===== config.mk =====
export PLATFORM = sky130hd
export DESIGN_NAME = multicycle_control
export DESIGN_NICKNAME = d
export VERILOG_FILES = /design/src/rtl/mips_ctrl_pkg.sv /design/src/rtl/multicycle_control.sv
export SDC_FILE = /design/constraint.sdc
export NUM_CORES = 1
export LEC_CHECK = 0
export CORE_MARGIN = 5
export CORE_UTILIZATION = 25
export DETAILED_ROUTE_END_ITERATION = 8
export MAX_ROUTING_LAYER = met4
export PLACE_DENSITY = 0.64
export SYNTH_ARGS = -nofsm -noshare
export SYNTH_HDL_FRONTEND = slang
export SYNTH_SLANG_ARGS = --single-unit

===== constraint.sdc =====
create_clock -name clock -period 3.1 [get_ports clock]
set_input_delay 0.62 -clock clock [delete_from_list [all_inputs] [get_ports clock]]
set_output_delay 0.62 -clock clock [all_outputs]
set_load 0.01 [all_outputs]

===== src/rtl/mips_ctrl_pkg.sv =====
// Shared encodings for the multicycle MIPS control FSM: state codes, opcodes,
// ALU-control codes and datapath mux selects, plus the DECODE dispatch rule.
package mips_ctrl_pkg;

   typedef enum logic [3:0] {
      S_FETCH    = 4'd0,
      S_DECODE   = 4'd1,
      S_MEMADR   = 4'd2,
      S_MEMRD    = 4'd3,
      S_MEMWB    = 4'd4,
      S_MEMWR    = 4'd5,
      S_RTYPE_EX = 4'd6,
      S_RTYPE_WB = 4'd7,
      S_BEQ      = 4'd8,
      S_JUMP     = 4'd9,
      S_ADDI_EX  = 4'd10,
      S_ADDI_WB  = 4'd11
   } state_t;

   localparam logic [5:0] OP_RTYPE = 6'b000000;
   localparam logic [5:0] OP_LW    = 6'b100011;
   localparam logic [5:0] OP_SW    = 6'b101011;
   localparam logic [5:0] OP_BEQ   = 6'b000100;
   localparam logic [5:0] OP_J     = 6'b000010;
   localparam logic [5:0] OP_ADDI  = 6'b001000;

   localparam logic [1:0] ALUOP_ADD   = 2'b00;
   localparam logic [1:0] ALUOP_SUB   = 2'b01;
   localparam logic [1:0] ALUOP_FUNCT = 2'b10;

   localparam logic [1:0] SRCB_RT     = 2'b00;
   localparam logic [1:0] SRCB_FOUR   = 2'b01;
   localparam logic [1:0] SRCB_IMM    = 2'b10;
   localparam logic [1:0] SRCB_IMMSH2 = 2'b11;

   localparam logic [1:0] PCSRC_ALU    = 2'b00;
   localparam logic [1:0] PCSRC_ALUOUT = 2'b01;
   localparam logic [1:0] PCSRC_JUMP   = 2'b10;

   // Unsupported opcodes return S_FETCH, which doubles as the illegal-op flag.
   function automatic state_t decode_next(input logic [5:0] op);
      case (op)
         OP_RTYPE:     return S_RTYPE_EX;
         OP_LW, OP_SW: return S_MEMADR;
         OP_BEQ:       return S_BEQ;
         OP_J:         return S_JUMP;
         OP_ADDI:      return S_ADDI_EX;
         default:      return S_FETCH;
      endcase
   endfunction

endpackage


===== src/rtl/multicycle_control.sv =====
// Multicycle MIPS main control: Moore FSM, 3-5 cycles per instruction, stretched by
// mem_ready wait states in FETCH/MEMRD/MEMWR; strobes gated to 0 while reset is high.
module multicycle_control
   import mips_ctrl_pkg::*;
#(
   parameter bit MEM_WAIT_EN = 1'b1
) (
   input  logic       clock,
   input  logic       reset,
   input  logic [5:0] opcode,
   input  logic       mem_ready,
   output logic       PCWrite,
   output logic       PCWriteCond,
   output logic       IorD,
   output logic       MemRead,
   output logic       MemWrite,
   output logic       MemtoReg,
   output logic       IRWrite,
   output logic [1:0] PCSource,
   output logic [1:0] ALUOP,
   output logic       ALUSrcA,
   output logic [1:0] ALUSrcB,
   output logic       RegWrite,
   output logic       RegDst,
   output logic [3:0] state,
   output logic       instr_done,
   output logic       illegal_op
);

   state_t cur;
   logic   rdy;
   logic   op_ok;

   assign rdy   = MEM_WAIT_EN ? mem_ready : 1'b1;
   assign op_ok = (decode_next(opcode) != S_FETCH);
   assign state = cur;

   always_ff @(posedge clock) begin
      if (reset) begin
         cur <= S_FETCH;
      end else begin
         case (cur)
            S_FETCH:    if (rdy) cur <= S_DECODE;
            S_DECODE:   cur <= decode_next(opcode);
            S_MEMADR:   cur <= (opcode == OP_LW) ? S_MEMRD :
                               (opcode == OP_SW) ? S_MEMWR : S_FETCH;
            S_MEMRD:    if (rdy) cur <= S_MEMWB;
            S_MEMWR:    if (rdy) cur <= S_FETCH;
            S_RTYPE_EX: cur <= S_RTYPE_WB;
            S_ADDI_EX:  cur <= S_ADDI_WB;
            // Single-cycle terminal states and unused codes all return to FETCH.
            default:    cur <= S_FETCH;
         endcase
      end
   end

   always_comb begin
      PCWrite     = 1'b0;
      PCWriteCond = 1'b0;
      IorD        = 1'b0;
      MemRead     = 1'b0;
      MemWrite    = 1'b0;
      MemtoReg    = 1'b0;
      IRWrite     = 1'b0;
      PCSource    = PCSRC_ALU;
      ALUOP       = ALUOP_ADD;
      ALUSrcA     = 1'b0;
      ALUSrcB     = SRCB_RT;
      RegWrite    = 1'b0;
      RegDst      = 1'b0;
      instr_done  = 1'b0;
      illegal_op  = 1'b0;
      case (cur)
         S_FETCH: begin
            MemRead = 1'b1;
            ALUSrcB = SRCB_FOUR;
            PCWrite = rdy;
            IRWrite = rdy;
         end
         S_DECODE: begin
            ALUSrcB    = SRCB_IMMSH2;
            illegal_op = !op_ok;
            instr_done = !op_ok;
         end
         S_MEMADR: begin
            ALUSrcA = 1'b1;
            ALUSrcB = SRCB_IMM;
         end
         S_MEMRD: begin
            MemRead = 1'b1;
            IorD    = 1'b1;
         end
         S_MEMWB: begin
            RegWrite   = 1'b1;
            MemtoReg   = 1'b1;
            instr_done = 1'b1;
         end
         S_MEMWR: begin
            IorD       = 1'b1;
            MemWrite   = 1'b1;
            instr_done = rdy;
         end
         S_RTYPE_EX: begin
            ALUSrcA = 1'b1;
            ALUOP   = ALUOP_FUNCT;
         end
         S_RTYPE_WB: begin
            RegWrite   = 1'b1;
            RegDst     = 1'b1;
            instr_done = 1'b1;
         end
         S_BEQ: begin
            ALUSrcA     = 1'b1;
            ALUOP       = ALUOP_SUB;
            PCWriteCond = 1'b1;
            PCSource    = PCSRC_ALUOUT;
            instr_done  = 1'b1;
         end
         S_JUMP: begin
            PCWrite    = 1'b1;
            PCSource   = PCSRC_JUMP;
            instr_done = 1'b1;
         end
         S_ADDI_EX: begin
            ALUSrcA = 1'b1;
            ALUSrcB = SRCB_IMM;
         end
         S_ADDI_WB: begin
            RegWrite   = 1'b1;
            instr_done = 1'b1;
         end
         default: ;
      endcase
      // An aborted instruction must not write anything on the reset edge.
      if (reset) begin
         PCWrite     = 1'b0;
         PCWriteCond = 1'b0;
         MemRead     = 1'b0;
         MemWrite    = 1'b0;
         IRWrite     = 1'b0;
         RegWrite    = 1'b0;
         instr_done  = 1'b0;
         illegal_op  = 1'b0;
      end
   end

endmodule


; Word level (Yosys, flattened, before mapping)
; Cells that the tools add are included.
[word_totals]
reg_bits = 4
input_bits = 9
wordCells = 62
[op_classes]
eq_ne = 19
muxes = 30
reduce_logical = 12
[ops]
columns = cell, count
row1 = 4-bit one-hot mux with 7 select lines, 1
row2 = 4-bit one-hot mux with 5 select lines, 1
row3 = 1-bit two-way mux, 18
row4 = "4-bit by 3-bit equality test with 1-bit output, second input constant", 4
row5 = "4-bit equality test, second input constant", 4
row6 = "6-bit equality test, second input constant", 2
row7 = 4-bit two-way mux, 3
row8 = "4-bit by 2-bit equality test with 1-bit output, second input constant", 2
row9 = 2-bit one-hot mux with 2 select lines, 2
row10 = 2-bit OR reduction, 4
row11 = "6-bit by 2-bit equality test with 1-bit output, second input constant", 1
row12 = "6-bit by 3-bit equality test with 1-bit output, second input constant", 1
row13 = "6-bit by 4-bit equality test with 1-bit output, second input constant", 1
row14 = 6-bit zero test, 1
row15 = 3-bit two-way mux, 2
row16 = "2-bit != test, second input constant", 3
row17 = 2-bit one-hot mux with 3 select lines, 1
row18 = 5-bit OR reduction, 1
row19 = "4-bit by 1-bit equality test with 1-bit output, second input constant", 1
row20 = 4-bit zero test, 1
row21 = 4-bit nonzero test, 1
row22 = 4-bit OR reduction, 1
row23 = 1-bit one-hot mux with 3 select lines, 1
row24 = 3-bit AND reduction, 1
row25 = other kinds (3), 3

; Depth between registers and ports, before layout
; Gate-level depths: netlist (run 1).
[depth]
depth_word = 7
mapped_depth = 6
mapped_depth_nobuf = 4

; Least setup slack after synthesis (run 1)
; OpenSTA, ideal clock, no wires.
[synth_timing]
kind = input to output
start = input port opcode[3]
end = output port instr_done
t_arrival_ns = 1.281
t_required_ns = 2.480
slack_ns = 1.199
stages = 5
path_cell_list = buf_2 o21ai_0 nand3_1 nand4_1 a21oi_1
[synth_via]
elab_chain_cells = 7
[synth_rtl]
columns = item, line_no
row1 = start: declaration, multicycle_control.sv:10  ; input logic [5:0] opcode,
row2 = 6-bit equality test, mips_ctrl_pkg.sv:42  ; case (op)
row3 = 2-bit OR reduction, mips_ctrl_pkg.sv:42
row4 = 4-bit one-hot mux with 5 select lines (*), mips_ctrl_pkg.sv:42
row5 = 4-bit nonzero test (*), multicycle_control.sv:35  ; assign op_ok = (decode_next(opcode) != S_FETCH);
row6 = 1-bit zero test (*), multicycle_control.sv:83  ; instr_done = !op_ok;
row7 = 1-bit one-hot mux with 3 select lines (*), multicycle_control.sv:73  ; case (cur)
row8 = 1-bit two-way mux (*), multicycle_control.sv:135  ; if (reset) begin
row9 = end: declaration, multicycle_control.sv:26  ; output logic instr_done,
; Mark *: on every way between the ends. The rest lies on a longest branch, timed or not.

; Worst setup path in the final report (run 1)
[layout_timing]
start = input port opcode[1]
end = output port instr_done
; The elaborated chain is that of the path after synthesis.

==> metrics.txt, run 1 <==
worst min-delay path category=flop to flop; Worst Skew=0.001223 ns; non-filler instance count after layout=between 150 and 200; DIE AREA=3555 um^2; CTS tree=yes; top-area cell type share of the netlist area=between 10% and 20%; Core Region=about 2400 um^2; Avg Cell Area, Syn=6.549 um^2; Synth Instances=94; # IOs=31; CTS buffer count=3; max reg flops=4; DIE HEIGHT=59.62 um; total wire length=1933 um; diode count=0; critical path arrival=approximately 2.3 ns; CTS Hold Bufs=0; sequential share of the synthesized area=13.01%; setup violators final=0; vias in the first global route=740; largest net degree at the start of global routing=18; Synthesized Nets=around 100; final hold vios=0; initial antenna violation count=0; routed vias=778; Unique masters post-synth=36; DP Area=a little over 900 um^2; CTS sink count=4; type of the worst setup path=input port to output port; Resized Gates After CTS=0; fin util=39.51%; Design Power=192.2 uW; Max-Cap Viols=0; post-synthesis register bit count=4; outcome=complete, no violations; dominant cells by area after synthesis=dfxtp_1, nor3_1, nand2b_1; crit end category=output port; Worst setup SP type=input port; first-pass iteration count of the detailed router=4; Req. time, crit path=2.48 ns; initial DRC count=12; cell area power density=201.9 nW/um^2; width of the chip=roughly 60 um; share of layout cells above drive strength 1=11.38%; Yosys warnings=0; Port Buffers=30; Tmin final=2.890 ns; RSZ-0062 raised after global routing=false; GP Congestion=0.8471; Initial Util=25.55%; CTS Root Cell=clkbuf_4; Worst Max-Slew Pin Slew=0.5528 ns; Placed Cells=150; DRC=0; Leakage Power=0.3456 nW; mapped cell area=between 600 and 700 um^2; Slew Limit Fails=0; wire per inst=12.63 um; Layout area overhead=54.67%; nets=134; Synth area leader=dfxtp_1; first-pass GRT wire length=3270 um; Fmax=0.3460 GHz; clock-pin slew on the worst setup and hold paths=0.04 ns; clk_lat worst skew=between 0.2 and 0.25 ns; CP max FO=6; htree depth=1; Total GRT Usage=12.01%; row count=18; setup TNS=0 ns; HPWL Detailed=~1500 um; CTS max path bufs=2; post-route cell area=between 900 and 1000 um^2; IR drop worst, VDD=0.09951 mV; Via density=5.085; grt total ovfl=0; postcts setup bufs=0; Detail Route Antenna Nets=0; worst rel slew slack=63.10%; final worst path period share=93.22%
==> cell type report <==
cell class | count | area [um^2]
Fill cell | 271 | 1458
Sequential cell | 4 | 80.08
Tap cell | 30 | 37.54
Multi-Input combinational cell | 80 | 474.2
Timing Repair Buffer | 34 | 330.3
Clock buffer | 3 | 22.52
Inverter | 2 | 7.507
==> path summary, 6_finish.rpt <==
check	startpoint	end	slack [ns]	cells past startpoint
setup / recovery	opcode[1]	instr_done	0.21	6
hold / removal	state[2]	state[3]	0.70	1
setup reg to reg	state[0]	state[0]	1.58	4
hold reg to reg	state[2]	state[3]	0.70	1
==> kinds of logic after synthesis <==
| logic type | count (synthesis) | share of synthesized area (%) |
|---|---|---|
| AO/OA/AOI/OAI | 25 | 29.07 |
| XOR/XNOR | 2 | 2.846 |
| buffers and inverters | 10 | 9.960 |
| flip-flops | 4 | 13.01 |
| AND/OR/NAND/NOR | 53 | 45.12 |
==> placed cells by master (no fill, tap or decap), types with 3 or more instances in the layout <==
cell type and instances:
nand3_1 5, nand2_1 6, nor2_1 11, nand4_1 3, clkbuf_4 3, o21ai_0 4
dfxtp_1 4, a21oi_1 8, nor3_1 10, buf_4 4, clkdlybuf4s50_1 30, nand2b_1 7
==> per-stage QoR <==
stage | worst slack, ns | hold WS [ns]
global route | 0.06872 | 0.7904
detailed placement | 0.2035 | 0.7017
finish | 0.2101 | 0.6999
floorplan | 1.199 | 0.7498
global placement | 0.2550 | 0.7027
CTS | 0.2010 | 0.7056
==> power by group <==
| part | total [mW] | internal, mW | switching [mW] |
|---|---|---|---|
| registers | 0.0582 | 0.0530 | 0.00518 |
| clock network | 0.0634 | 0.0432 | 0.0202 |
| logic | 0.0706 | 0.0380 | 0.0326 |
| total | 0.192 | 0.134 | 0.0580 |
==> layer usage <==
metal / wire length (um) / part of all wire (%) / global-route usage [%] / up-vias
met4: 0 / 0 / 2.848 / 0
met1: 924 / 48 / 15.39 / 354
met5: 0 / 0 / - / -
met2: 888 / 46 / 18.72 / 21
met3: 120 / 6.2 / 3.268 / 0
li1: - / - / - / 403
==> Yosys cell counts <==
cell type	number
a211o_1	1
a211oi_1	1
a21bo_4	1
a21boi_0	1
a21oi_1	8
a21oi_2	1
a22oi_1	1
a22oi_2	1
a311oi_2	1
a31oi_1	2
and2b_1	1
and3_1	2
and3_2	1
buf_2	4
buf_4	1
buf_6	2
clkbuf_1	1
dfxtp_1	4
inv_1	2
nand2_1	6
nand2b_1	7
nand3_1	5
nand4_1	3
nor2_1	11
nor2_2	1
nor3_1	10
nor4_1	2
nor4b_1	1
o21ai_0	4
o21ai_1	1
o22a_1	1
o2bb2ai_1	1
or2_1	1
or2_4	1
or3_1	1
xor2_1	2
==> critical path: stages <==
cell and delay (ns):
clkdlybuf4s50_1 0.48, and3_2 0.25, nand2_1 0.07, nand4_1 0.12
a21oi_1 0.17, clkdlybuf4s50_1 0.55
Note: power is estimated with default switching activity, not from simulation.
==> run 2, diff against run 1 <==
- CORE_MARGIN: 5 -> default
==> run 2 against run 1 <==
Compared with the run above:
- worst hold slack improved by 0.087 ns
- core utilization increased by 2.2 points
- clock skew increased by 0.0049 ns
- total power increased by 2.2%
- cell count decreased by 1.3%
- first-iteration DRC count increased to 3.3 times the previous value
==> metrics.txt, run 2 (synthesized netlist as in run 1, its figures left out) <==
CTS tree=yes; worst reg2reg path depth=4; Core Region=2276 um^2; Resized Gates After CTS=0; Hold Path Stages=2; Leakage Power=between 0.3 and 0.4 nW; setup TNS=0 ns; Worst Max-Slew Pin Slew=0.6572 ns; CTS buffer count=3; DIE AREA=~2700 um^2; Worst setup SP type=input port; clock power share=33.8%; Comb power frac=36.6%; grt total ovfl=0; Critical R2R Launch=state[2]; CP max FO=6; row count=17; Global Route met1 Usage=a little over a fifth; met3 GRT Util=under 10%; Worst Hold Launch=state[1]; vias in the first global route=748; worst reg2reg path endpoint=state[0]; worst hold path endpoint=state[0]; Cell Int Power=135.0 uW; Placed Cells=148; Via density=5.285; diode count=0; initial DRC count=39; DP Area=927.1 um^2; DRC=0; crit end category=output port; final hold slack=0.7869 ns; final worst path period share=just over 90%; HPWL Detailed=1373 um; Reg power frac=29.6%; IR drop worst, VDD=0.09679 mV; CTS Hold Bufs=0; # IOs=31; wire per inst=12.48 um; dpl ws=0.2231 ns; clock-pin slew on the worst setup and hold paths=about 0.04 ns; htree depth=1; postcts setup bufs=0; R2R Setup Slk=approximately 1.4 ns; most common cell after layout, fill and taps aside=clkdlybuf4s50_1; initial antenna violation count=0; critical path arrival=roughly 2.3 ns; Fmax=0.3452 GHz; type of the worst setup path=input port to output port; max reg flops=4; Psw=61.56 uW; routed vias=roughly 800; CTS max path bufs=2; Slew Limit Fails=0; cell area power density=approximately 210 nW/um^2; total wire length=1885 um; Total GRT Usage=16.27%; fin worst setup slack=0.2033 ns; most frequent cells in the layout=clkdlybuf4s50_1, nor2_1, nor3_1; global-route met2 utilization=a little under a quarter; largest net degree at the start of global routing=22; Design Power=around 200 uW; filler instances=256; RSZ-0062 raised after global routing=false; non-filler instance count after layout=roughly 150; Req. time, crit path=2.48 ns; first-pass iteration count of the detailed router=4; worst min-delay path category=flop to flop; CTS sink count=4; fin util=41.73%; nets=134; busiest grt layer=met2; Worst Skew=0.006093 ns; width of the chip=51.62 um; Initial Util=27.05%; DIE HEIGHT=51.62 um; share of layout cells above drive strength 1=11.38%; Max-Cap Viols=0; outcome=complete, no violations; clk_lat worst skew=0.24 ns; Tmin final=2.897 ns; Port Buffers=30; Detail Route Antenna Nets=0; worst rel slew slack=56.13%; Net Sw Frac=31.32%; final hold vios=0; GP Congestion=0.8740; CTS Root Cell=clkbuf_4; first-pass GRT wire length=3208 um; Layout area overhead=54.27%; setup violators final=0; post-route cell area=949.7 um^2
-- run 2: cell counts in the layout (fill, tap and decap cells not counted) --
No cell type changed its count.
-- run 2: routing by layer --
metal  part of all wire [%]  vias up  wire, um
li1                       -      408         -
met1                     47      351       894
met2                     45       39       844
met3                    7.7        0       146
met4                      0        0         0
met5                      0        -         0
-- run 2: final cells by class --
class	instances	area [um^2]	area share [%]
Clock buffer	3	22.52	2.372
Inverter	2	7.507	0.7905
Multi-Input combinational cell	80	474.2	49.93
Sequential cell	4	80.08	8.432
Tap cell	28	35.03	3.689
Timing Repair Buffer	34	330.3	34.78
-- run 2: worst max-delay path by stage --
stage                          from    endpoint  cells past startpoint
after floorplan           opcode[3]  instr_done                      5
after global placement    opcode[5]  instr_done                      6
after detailed placement  opcode[2]  instr_done                      6
after CTS                 opcode[2]  instr_done                      6
after global routing      opcode[2]  instr_done                      6
final                     opcode[2]  instr_done                      6
-- run 2: power by group through the flow --
stage / clock network (mW) / registers [mW] / logic [mW]
2_1_floorplan: 0 / 0.0561 / 0.0378
3_3_place_gp: 0 / 0.0589 / 0.0712
3_5_place_dp: 0 / 0.0590 / 0.0712
4_1_cts: 0.0683 / 0.0581 / 0.0720
5_1_grt: 0.0750 / 0.0585 / 0.0789
6_report: 0.0664 / 0.0581 / 0.0720
-- run 2: worst max-delay path: stages --
cell and delay [ns]:
clkdlybuf4s50_1 0.57, o21ai_0 0.14, nand3_1 0.10, nand4_1 0.12
a21oi_1 0.17, clkdlybuf4s50_1 0.56
